--- src/rtl/pipe_ctrl.sv ---
// rtl/pipe_ctrl.sv - pipeline hazard, branch-flush and data-memory wait controller
module pipe_ctrl #(
  parameter int TIMEOUT = 16
) (
  input  logic        clk,
  input  logic        rst_n,
  input  logic [4:0]  id_rs1,
  input  logic [4:0]  id_rs2,
  input  logic        ex_memread,
  input  logic [4:0]  ex_rd,
  input  logic        mem_branch,
  input  logic        mem_zero,
  input  logic        mem_memread,
  input  logic        mem_memwrite,
  input  logic        dmem_ready,
  output logic        dmem_req,
  output logic        pc_write,
  output logic        pc_src,
  output logic        ifid_write,
  output logic        ifid_flush,
  output logic        idex_flush,
  output logic        exmem_hold,
  output logic        exmem_flush,
  output logic        bus_error,
  output logic [15:0] stall_cnt
);

  localparam logic [1:0] ST_RUN      = 2'd0;
  localparam logic [1:0] ST_MEM_WAIT = 2'd1;
  localparam logic [1:0] ST_ERROR    = 2'd2;

  localparam logic [7:0] WAIT_LAST = 8'(TIMEOUT - 1);

  logic [1:0] state, state_nxt;
  logic [7:0] wait_cnt, wait_cnt_nxt;
  logic       mem_access, mem_stall, branch_taken, load_use;

  // Hazard detection and memory-stall decode from the current state
  always_comb begin
    mem_access   = mem_memread | mem_memwrite;
    branch_taken = mem_branch & mem_zero;
    load_use     = ex_memread && (ex_rd != 5'd0) &&
                   ((ex_rd == id_rs1) || (ex_rd == id_rs2));
    case (state)
      ST_MEM_WAIT: mem_stall = ~dmem_ready;
      ST_ERROR:    mem_stall = 1'b1;
      default:     mem_stall = mem_access & ~dmem_ready;
    endcase
  end

  // Next-state logic: a missed access enters MEM_WAIT, too many wait cycles lock into ERROR
  always_comb begin
    state_nxt    = state;
    wait_cnt_nxt = wait_cnt;
    case (state)
      ST_MEM_WAIT: begin
        if (dmem_ready) begin
          state_nxt    = ST_RUN;
          wait_cnt_nxt = 8'd0;
        end else if (wait_cnt == WAIT_LAST) begin
          state_nxt = ST_ERROR;
        end else begin
          wait_cnt_nxt = wait_cnt + 8'd1;
        end
      end
      ST_ERROR: state_nxt = ST_ERROR;
      default: begin
        state_nxt = ST_RUN;
        if (mem_access && !dmem_ready) begin
          state_nxt    = ST_MEM_WAIT;
          wait_cnt_nxt = 8'd0;
        end
      end
    endcase
  end

  // State register; reset abandons any outstanding access
  always_ff @(posedge clk or negedge rst_n) begin
    if (!rst_n) begin
      state    <= ST_RUN;
      wait_cnt <= 8'd0;
    end else begin
      state    <= state_nxt;
      wait_cnt <= wait_cnt_nxt;
    end
  end

  // Output decode with priority memory stall > branch taken > load-use; reset forces a flushed pipe
  always_comb begin
    dmem_req    = 1'b0;
    pc_write    = 1'b1;
    pc_src      = 1'b0;
    ifid_write  = 1'b1;
    ifid_flush  = 1'b0;
    idex_flush  = 1'b0;
    exmem_hold  = 1'b0;
    exmem_flush = 1'b0;
    bus_error   = 1'b0;
    if (!rst_n) begin
      pc_write    = 1'b0;
      ifid_write  = 1'b0;
      ifid_flush  = 1'b1;
      idex_flush  = 1'b1;
      exmem_flush = 1'b1;
    end else begin
      case (state)
        ST_MEM_WAIT: dmem_req = 1'b1;
        ST_ERROR:    bus_error = 1'b1;
        default:     dmem_req = mem_access;
      endcase
      if (mem_stall) begin
        pc_write   = 1'b0;
        ifid_write = 1'b0;
        exmem_hold = 1'b1;
      end else if (branch_taken) begin
        pc_src      = 1'b1;
        ifid_flush  = 1'b1;
        idex_flush  = 1'b1;
        exmem_flush = 1'b1;
      end else if (load_use) begin
        pc_write   = 1'b0;
        ifid_write = 1'b0;
        idex_flush = 1'b1;
      end
    end
  end

  // Saturating count of cycles in which the PC was held
  always_ff @(posedge clk or negedge rst_n) begin
    if (!rst_n) begin
      stall_cnt <= 16'd0;
    end else if (!pc_write && (stall_cnt != 16'hFFFF)) begin
      stall_cnt <= stall_cnt + 16'd1;
    end
  end

endmodule
--- config.mk ---
export PLATFORM = sky130hd
export DESIGN_NAME = pipe_ctrl
export DESIGN_NICKNAME = d
export VERILOG_FILES = /design/src/rtl/pipe_ctrl.sv
export SDC_FILE = /design/constraint.sdc
export NUM_CORES = 1
export LEC_CHECK = 0
export ABC_AREA = 1
export CAP_MARGIN = 15
export CORE_ASPECT_RATIO = 0.7
export CORE_MARGIN = 2
export CORE_UTILIZATION = 45
export CTS_BUF_LIST = sky130_fd_sc_hd__clkbuf_8
export DETAILED_ROUTE_END_ITERATION = 6
export PLACE_DENSITY = 0.74
export SLEW_MARGIN = 5
export SYNTH_ARGS = -nofsm -noshare
export SYNTH_HDL_FRONTEND = slang
export SYNTH_SLANG_ARGS = --single-unit
--- constraint.sdc ---
create_clock -name clk -period 6.05 [get_ports clk]
set_input_delay 1.5125 -clock clk [delete_from_list [all_inputs] [get_ports clk]]
set_output_delay 1.5125 -clock clk [all_outputs]
set_load 0.1 [all_outputs]
==> flow_metrics.env, run 1 <==
export IMPL_drc=0
export IMPL_clock_sinks=26
export IMPL_yosys_most_used_dff="dfrtp_1"
export IMPL_fin_setup_tns_ns=0
export IMPL_cts_buffers=3
export IMPL_synth_top_area_share_pct=33.9
export IMPL_worstHoldStart="stall_cnt[9]$_DFFE_PN0P_"
export IMPL_grt_util_met3_pct=3.68
export IMPL_crit_path_start_kind="input pin"
export IMPL_drive_above_1_share_pct=12.3
export IMPL_drt_iter0_markers=133
export IMPL_holdBufCountCts=0
export IMPL_num_fill_cells=382
export IMPL_cts_tree="done"
export IMPL_ys_warn_count=0
export IMPL_synth_compound_area_share_pct=4.37
export IMPL_num_vias=1875
export IMPL_ir_drop_mv=0.312
export IMPL_fin_crit_sh_pct=78.7
export IMPL_p_leak_nw=1.23
export IMPL_synth_edf_count=0
export IMPL_cap_violations=0
export IMPL_die_h_um=58.6
export IMPL_endpoint_kind="output pin"
export IMPL_setup_viol_count_final=0
export IMPL_synthDistinctLibCells=28
export IMPL_htreeDepth=1
export IMPL_whs_path_depth=2
export IMPL_num_rows=19
export IMPL_fin_skew_ns=0.00526
export IMPL_initial_core_util_pct=48.0
export IMPL_ios=48
export IMPL_grt_overflow=0
export IMPL_clockBufferDepth=2
export IMPL_period_minus_slack_ns=4.76
export IMPL_synth_xor_area_share_pct=5.48
export IMPL_wirelength_um=4360
export IMPL_ys_ff_latch=26
export IMPL_syn_to_final_growth_pct=28.8
export IMPL_detail_route_antenna_nets=0
export IMPL_critPathArrivalTime_ns=3.25
export IMPL_rr_startpoint="stall_cnt[0]$_DFFE_PN0P_"
export IMPL_worstMarginPinSlew_ns=0.988
export IMPL_reg2regPathDepth=10
export IMPL_yosys_top_cells_area="dfrtp_1 34%, nand2_1 20%, nand3_1 7.8%, inv_1 6.9%, nor2_1 3.9%"
export IMPL_hold_viol_final=0
export IMPL_top_usage_layer="met2"
export IMPL_synth_common_cells="102 x nand2_1, 35 x inv_1, 30 x nand3_1"
export IMPL_yosys_mux_area_fraction_pct=0
export IMPL_clock_latency_ns=0.27
export IMPL_cts_resized=0
export IMPL_cts_root_buf="clkbuf_8"
export IMPL_slew_headroom_pct=33.9
export IMPL_dieWidth_um=82.0
export IMPL_path_class="input pin to output pin"
export IMPL_yosysMostFrequentCell="nand2_1"
export IMPL_core_um2=3990
export IMPL_hpwl_um=3400
export IMPL_die_area_um2=4810
export IMPL_syn_inst=286
export IMPL_synth_adder_area_share_pct=2.61
export IMPL_synth_simple_area_share_pct=41.8
export IMPL_grt_pass1_vias=1711
export IMPL_wl_per_cell_um=11.3
export IMPL_firstDrtPassIters=4
export IMPL_p_per_area_nw_per_um2=306
export IMPL_async_flop_share_pct=100
export IMPL_viasPerCell=4.87
export IMPL_grt_util_met2_pct=30.5
export IMPL_cp_max_fo=27
export IMPL_r2r_slack_ns=4.14
export IMPL_maxSlewViolCount=0
export IMPL_status="finished clean"
export IMPL_synth_seq_area_share_pct=33.9
export IMPL_synth_top_family_by_area="simple AND/OR/NAND/NOR gates"
export IMPL_holdPathEnd="stall_cnt[9]$_DFFE_PN0P_"
export IMPL_syn_area_um2=1920
export IMPL_mappedNetlistNets=313
export IMPL_min_path_type="flip-flop to flip-flop"
export IMPL_grtUsageMet1_pct=29.0
export IMPL_critical_path_required_ns=4.54
export IMPL_whs_ns=0.515
export IMPL_gp_congestion=0.850
export IMPL_rsz0062_at_grt="false"
export IMPL_syn_avg_cell_area_um2=6.70
export IMPL_portBuffers=47
export IMPL_cts_setup_buffers=0
export IMPL_layout_nets=361
export IMPL_rr_endpoint="stall_cnt[8]$_DFFE_PN0P_"
export IMPL_path_clk_slew_ns=0.09
export IMPL_num_antenna_cells=0
export IMPL_grt_max_degree=30
export IMPL_grt_total_usage_pct=19.8
export IMPL_synth_top_area_cell="dfrtp_1"
export IMPL_grt_first_pass_wirelength_um=7480
export IMPL_antenna_found_initial=0
export IMPL_max_clock_freq_mhz=210
-- per-layer routing --
metal | wire length (µm) | part of all wire (%)
met5 | 0 | 0
met4 | 23 | 0.53
met3 | 180 | 4.1
met2 | 1870 | 43
met1 | 2280 | 52
-- how the worst max path moves through the flow --
stage | start | endpoint | slack (ns) | cells past startpoint
floorplan | mem_memwrite | idex_flush | 1.05 | 8
global placement | dmem_ready | pc_write | 1.34 | 8
detailed placement | dmem_ready | ifid_write | 1.30 | 8
CTS | dmem_ready | ifid_write | 1.29 | 8
global route | ex_rd[0] | pc_write | 1.19 | 11
finish | dmem_ready | ifid_write | 1.29 | 8
-- power by group --
group          switching (W)  internal [W]  total, W
sequential         0.0000351      0.000199  0.000234
clock              0.0000558     0.0000582  0.000114
combinational       0.000299      0.000108  0.000407
-- cell type report --
cell class	instances	area [µm²]	share of cell area, %
multi-input cells	208	1040	42.2
flip-flops and latches	26	651	26.4
repair buffers	48	480	19.5
inverters	47	176	7.15
well taps	52	65.1	2.64
clock buffers	4	55.1	2.23
-- metrics by stage --
| stage | total power [W] | utilization (%) | cells | instance area [µm²] | setup WS, ns |
|---|---|---|---|---|---|
| floorplan | 0.000545 | - | 286 | 1920 | 1.05 |
| global placement | 0.000642 | 60.4 | 381 | 2410 | 1.34 |
| detailed placement | 0.000646 | 60.4 | 381 | 2410 | 1.30 |
| CTS | 0.000760 | 61.8 | 385 | 2470 | 1.29 |
| global route | 0.000798 | 61.8 | 385 | 2470 | 1.19 |
| finish | 0.000755 | 61.8 | 385 | 2470 | 1.29 |
-- layout by cell type (no fill, tap or decap), types with 2 or more instances in the layout --
master,count
inv_2,10
clkinv_1,2
buf_4,8
inv_1,35
nor2_1,20
buf_12,2
nand3_1,30
nand4_1,4
nor2_2,4
o21ai_0,8
a21oi_1,2
nor2_4,2
xnor2_1,4
nand2_1,102
nand2_2,3
clkdlybuf4s50_1,38
ha_1,4
xor2_1,8
dfrtp_1,26
nor3_1,6
nand2_4,3
clkbuf_8,4
-- sequential cells by signal, indices dropped and copies added (netlist names) --
| name | count |
|---|---|
| wait_cnt | 8 |
| stall_cnt | 16 |
| state | 2 |
-- critical path: stages --
cell             delay (ns)
clkdlybuf4s50_1        0.64
nor2_4                 0.10
o21ai_2                0.14
nand2_1                0.11
nor2_2                 0.14
nand2_4                0.19
inv_1                  0.21
buf_12                 0.20
-- logic make-up after synthesis --
| family | count (synthesis) |
|---|---|
| compound gates | 14 |
| xor+xnor | 12 |
| fa+ha+maj | 4 |
| buf+inv | 52 |
| flops | 26 |
| simple gates | 178 |
Note: power is estimated with default switching activity, not from simulation.
==> run 2, diff against run 1 <==
PLACE_DENSITY = 0.77   (was 0.74)
clock period = 4.3 ns   (was 6.05 ns; I/O delays follow)
==> run 2 against run 1 <==
Sequential power up 40%. Clock skew is 0.00074 ns lower. Hold slack improved by 0.0096 ns. Clock power up 80%. Critical endpoint is now idex_flush. Largest cell class unchanged. Largest power group unchanged.
==> flow_metrics.env, run 2 (same netlist as run 1, synthesis figures left out) <==
export IMPL_final_seq_area_um2=651
export IMPL_ir_drop_mv=0.402
export IMPL_die_area_um2=4810
export IMPL_firstDrtPassIters=4
export IMPL_cts_resized=0
export IMPL_path_clk_slew_ns=0.09
export IMPL_p_per_area_nw_per_um2=440
export IMPL_detail_route_antenna_nets=0
export IMPL_crit_path_start_kind="input pin"
export IMPL_clock_latency_ns=0.27
export IMPL_critPathArrivalTime_ns=2.86
export IMPL_maxSlewViolCount=0
export IMPL_crit_family="buffers and inverters"
export IMPL_hold_viol_final=0
export IMPL_multiInputGateArea_um2=1040
export IMPL_swShare_pct=49.0
export IMPL_critical_path_required_ns=3.22
export IMPL_cts_root_buf="clkbuf_8"
export IMPL_ios=48
export IMPL_grt_pass1_vias=1683
export IMPL_final_util_pct=64.8
export IMPL_holdBufCountCts=0
export IMPL_num_fill_cells=355
export IMPL_grt_first_pass_wirelength_um=7500
export IMPL_wirelength_um=4540
export IMPL_fin_crit_sh_pct=91.6
export IMPL_dp_cells=383
export IMPL_drc=0
export IMPL_status="finished clean"
export IMPL_cts_tree="done"
export IMPL_grt_overflow=0
export IMPL_largest_register="stall_cnt"
export IMPL_cap_violations=0
export IMPL_slowest_delay_ns=0.63
export IMPL_num_rows=19
export IMPL_clockBufferDepth=2
export IMPL_gp_congestion=0.844
export IMPL_largest_reg_flops=16
export IMPL_dieWidth_um=82.0
export IMPL_num_antenna_cells=0
export IMPL_grt_total_usage_pct=20.2
export IMPL_setup_viol_count_final=0
export IMPL_fin_skew_ns=0.00452
export IMPL_slew_headroom_pct=33.5
export IMPL_num_vias=1871
export IMPL_clkPwrFrac_pct=18.0
export IMPL_rsz0062_at_grt="false"
export IMPL_drt_iter0_markers=126
export IMPL_die_h_um=58.6
export IMPL_max_clock_freq_mhz=254
export IMPL_worstMarginPinSlew_ns=0.994
export IMPL_final_cell_mix="102 x nand2_1, 38 x clkdlybuf4s50_1, 35 x inv_1, 30 x nand3_1, 26 x dfrtp_1"
export IMPL_worstHoldStart="stall_cnt[9]$_DFFE_PN0P_"
export IMPL_worstPathCellList="clkdlybuf4s50_1 -> inv_1 -> nand3_1 -> nand2_1 -> inv_1 -> nand3_1 -> nand2_1 -> a31o_1 -> buf_12"
export IMPL_crit_path_top_delay_cell="clkdlybuf4s50_1"
export IMPL_cts_buffers=3
export IMPL_clock_sinks=26
export IMPL_cp_max_fo=7
export IMPL_p_leak_nw=1.27
export IMPL_startpoint="dmem_ready"
export IMPL_p_sw_w=0.000557
export IMPL_initial_core_util_pct=48.0
export IMPL_power_frac_seq_pct=28.8
export IMPL_final_cells=387
export IMPL_rr_startpoint="stall_cnt[0]$_DFFE_PN0P_"
export IMPL_core_um2=3990
export IMPL_crit_end="idex_flush"
export IMPL_htreeDepth=1
export IMPL_r2r_slack_ns=2.30
export IMPL_p_int_w=0.000580
export IMPL_drive_above_1_share_pct=12.8
export IMPL_wl_per_cell_um=11.7
export IMPL_endpoint_kind="output pin"
export IMPL_portBuffers=47
export IMPL_antenna_found_initial=0
export IMPL_grt_max_degree=27
export IMPL_cts_setup_buffers=0
export IMPL_p_comb_share_pct=53.1
export IMPL_layout_commonest_cell="nand2_1"
export IMPL_min_path_type="flip-flop to flip-flop"
export IMPL_layout_nets=363
export IMPL_period_minus_slack_ns=3.94
export IMPL_rr_endpoint="stall_cnt[6]$_DFFE_PN0P_"
export IMPL_fin_setup_tns_ns=0
export IMPL_reg2regPathDepth=11
export IMPL_hpwl_um=3650
export IMPL_syn_to_final_growth_pct=35.0
export IMPL_reg_top3="stall_cnt: 16 flops, wait_cnt: 8 flops, state: 2 flops"
export IMPL_path_class="input pin to output pin"
export IMPL_viasPerCell=4.83
export IMPL_worstSetupPathDepth=9
export IMPL_critPathBufInv=4
-- run 2: metal layers --
metal / vias to the layer above / routed length, µm / track usage, %
met5: - / 0 / 0
met4: 0 / 22 / 2.86
met3: 4 / 149 / 3.68
met2: 36 / 2090 / 32.4
met1: 849 / 2280 / 29.3
li1: 982 / - / -
-- run 2: power groups by stage --
stage | logic (W) | registers (W) | clock network [W]
floorplan | 0.000260 | 0.000507 | 0
global placement | 0.000595 | 0.000330 | 0
detailed placement | 0.000606 | 0.000332 | 0
CTS | 0.000607 | 0.000328 | 0.000205
global route | 0.000639 | 0.000336 | 0.000216
finish | 0.000605 | 0.000328 | 0.000205
-- run 2: area by class of cell --
type / instances / share of cell area (%)
sequential: 26 / 25.1
timing repair buffer: 50 / 22.5
clock buffer: 3 / 1.60
multi-input combinational: 208 / 40.2
clock inverter: 1 / 1.16
tap: 52 / 2.51
inverter: 47 / 6.82
-- run 2: worst min path at each step --
stage	end	slack [ns]	depth (start not counted)
2_1_floorplan	wait_cnt[1]$_DFFE_PN0P_	0.48	2
3_3_place_gp	stall_cnt[9]$_DFFE_PN0P_	0.49	2
3_5_place_dp	stall_cnt[9]$_DFFE_PN0P_	0.50	2
4_1_cts	stall_cnt[9]$_DFFE_PN0P_	0.53	2
5_1_grt	stall_cnt[9]$_DFFE_PN0P_	0.56	2
6_report	stall_cnt[9]$_DFFE_PN0P_	0.52	2
-- run 2: worst reg2reg max path, stage by stage (launching register included) --
cell     delay [ns]
dfrtp_1        0.44
ha_1           0.23
nand2_2        0.08
nor2_4         0.15
nand2_2        0.06
nor2_2         0.14
nand4_2        0.34
nand2_1        0.24
nor2_1         0.09
nand2_1        0.07
nand2_1        0.05
nand2_1        0.06
-- run 2: per-stage QoR --
stage	setup slack [ns]	hold WS, ns	instance area, µm²	power (W)
global route	0.226	0.563	2590	0.00119
CTS	0.386	0.533	2590	0.00114
detailed placement	0.411	0.501	2520	0.000939
global placement	0.437	0.493	2520	0.000925
finish	0.361	0.525	2590	0.00114
floorplan	0.175	0.475	1920	0.000767
==> run 3, diff against run 2 <==
PLACE_DENSITY = 0.74   (was 0.77)
clock period = 4.8 ns   (was 4.3 ns; I/O delays follow)
==> run 3 against run 2 <==
Clock power fell by 31%. Routed wire length fell by 2.2%. Count of clock-buffer cells in the layout increased by 1. Power decreased by 14%. Critical endpoint unchanged. Non-clock buffer count fell by 1. Clock skew decreased by 0.0022 ns.
==> flow_metrics.env, run 3 (same netlist as run 1, synthesis figures left out) <==
export IMPL_status="finished clean"
export IMPL_crit_path_top_delay_cell="clkdlybuf4s50_1"
export IMPL_worstPathCellList="clkdlybuf4s50_1 -> inv_1 -> nand3_1 -> nand2_1 -> inv_1 -> nand3_1 -> nand2_1 -> a31o_1 -> buf_12"
export IMPL_path_class="input pin to output pin"
export IMPL_period_minus_slack_ns=4.20
export IMPL_dr_wl_met2_um=1920
export IMPL_firstDrtPassIters=4
export IMPL_gp_congestion=0.836
export IMPL_layout_commonest_cell="nand2_1"
export IMPL_fin_total_pwr_w=0.000977
export IMPL_die_h_um=58.6
export IMPL_fin_crit_sh_pct=87.4
export IMPL_cts_tree="done"
export IMPL_dieWidth_um=82.0
export IMPL_core_um2=3990
export IMPL_critical_path_required_ns=3.60
export IMPL_slowest_delay_ns=0.64
export IMPL_slew_headroom_pct=34.6
export IMPL_maxSlewViolCount=0
export IMPL_path_clk_slew_ns=0.09
export IMPL_rr_startpoint="stall_cnt[0]$_DFFE_PN0P_"
export IMPL_drt_iter0_markers=115
export IMPL_clockBufferDepth=2
export IMPL_layout_nets=362
export IMPL_met3_length_um=255
export IMPL_largest_register="stall_cnt"
export IMPL_p_per_area_nw_per_um2=381
export IMPL_grt_overflow=0
export IMPL_ir_drop_mv=0.360
export IMPL_crit_family="buffers and inverters"
export IMPL_htreeDepth=1
export IMPL_final_cell_mix="102 x nand2_1, 38 x clkdlybuf4s50_1, 35 x inv_1, 30 x nand3_1, 26 x dfrtp_1"
export IMPL_holdPathEnd="wait_cnt[1]$_DFFE_PN0P_"
export IMPL_wl_per_cell_um=11.5
export IMPL_rsz0062_at_grt="false"
export IMPL_num_antenna_cells=0
export IMPL_detail_route_antenna_nets=0
export IMPL_p_leak_nw=1.26
export IMPL_reg2regPathDepth=10
export IMPL_drive_above_1_share_pct=12.6
export IMPL_hpwl_um=3560
export IMPL_largest_reg_flops=16
export IMPL_grt_max_degree=28
export IMPL_fin_skew_ns=0.00229
export IMPL_num_fill_cells=361
export IMPL_cts_root_buf="clkbuf_8"
export IMPL_cts_resized=0
export IMPL_setup_viol_count_final=0
export IMPL_final_seq_area_um2=651
export IMPL_num_vias=1864
export IMPL_holdBufCountCts=0
export IMPL_grt_total_usage_pct=20.5
export IMPL_clock_latency_ns=0.27
export IMPL_drc=0
export IMPL_crit_path_start_kind="input pin"
export IMPL_met1Wirelength_um=2220
export IMPL_cp_max_fo=7
export IMPL_max_clock_freq_mhz=238
export IMPL_critPathArrivalTime_ns=3.00
export IMPL_antenna_found_initial=0
export IMPL_viasPerCell=4.83
export IMPL_cts_buffers=3
export IMPL_cap_violations=0
export IMPL_worstMarginPinSlew_ns=0.979
export IMPL_cts_setup_buffers=0
export IMPL_ios=48
export IMPL_multiInputGateArea_um2=1040
export IMPL_critPathBufInv=4
export IMPL_grt_pass1_vias=1741
export IMPL_worstHoldStart="wait_cnt[1]$_DFFE_PN0P_"
export IMPL_topRoutingLayerUsed="met4"
export IMPL_portBuffers=47
export IMPL_syn_to_final_growth_pct=33.7
export IMPL_whs_path_depth=2
export IMPL_clock_sinks=26
export IMPL_reg_top3="stall_cnt: 16 flops, wait_cnt: 8 flops, state: 2 flops"
export IMPL_fin_setup_tns_ns=0
export IMPL_initial_core_util_pct=48.0
export IMPL_die_area_um2=4810
export IMPL_hold_viol_final=0
export IMPL_rr_endpoint="stall_cnt[8]$_DFFE_PN0P_"
export IMPL_wirelength_um=4440
export IMPL_num_rows=19
export IMPL_min_path_type="flip-flop to flip-flop"
export IMPL_grt_first_pass_wirelength_um=7670
export IMPL_r2r_slack_ns=2.92
export IMPL_endpoint_kind="output pin"
export IMPL_whs_ns=0.528
run 3: changes by cell type in the layout (fill, tap and decap cells not counted), sizes merged:
cell | previous run | this run
buf | 12 | 11
bufinv | 1 | 0
clkbuf | 3 | 4
run 3: cell type report:
class | instances | area share, %
clock buffers | 4 | 2.15
well taps | 52 | 2.54
multi-input cells | 208 | 40.6
inverters | 47 | 6.88
repair buffers | 49 | 22.4
flip-flops and latches | 26 | 25.4
run 3: worst max path at each step:
stage / cells after the start / to / slack [ns] / start
after floorplan: 8 / idex_flush / 0.42 / mem_memwrite
after global placement: 9 / idex_flush / 0.70 / dmem_ready
after detailed placement: 9 / idex_flush / 0.62 / dmem_ready
after CTS: 9 / idex_flush / 0.61 / dmem_ready
after global routing: 9 / idex_flush / 0.48 / dmem_ready
final: 9 / idex_flush / 0.60 / dmem_ready
run 3: report_power, final:
part	switching (W)	internal, W
clock network	0.0000688	0.0000733
logic	0.000384	0.000154
registers	0.0000452	0.000251
run 3: metal layers:
| layer | vias to the layer above | global-route usage [%] |
|---|---|---|
| li1 | 982 | - |
| met1 | 828 | 29.2 |
| met2 | 48 | 31.5 |
| met3 | 6 | 5.06 |
| met4 | 0 | 4.76 |
| met5 | - | 0 |
run 3: stage by stage:
step	setup slack (ns)	utilization (%)	std cells	area, µm²
6_report	0.605	64.2	386	2560
5_1_grt	0.480	64.2	386	2560
4_1_cts	0.608	64.2	386	2560
3_5_place_dp	0.616	62.8	382	2510
3_3_place_gp	0.698	62.8	382	2510
2_1_floorplan	0.425	-	286	1920
run 3: tightest hold or removal path, stage by stage (launching register included):
cell and delay (ns):
dfrtp_1 0.38, nand2_1 0.06, nand2_1 0.06
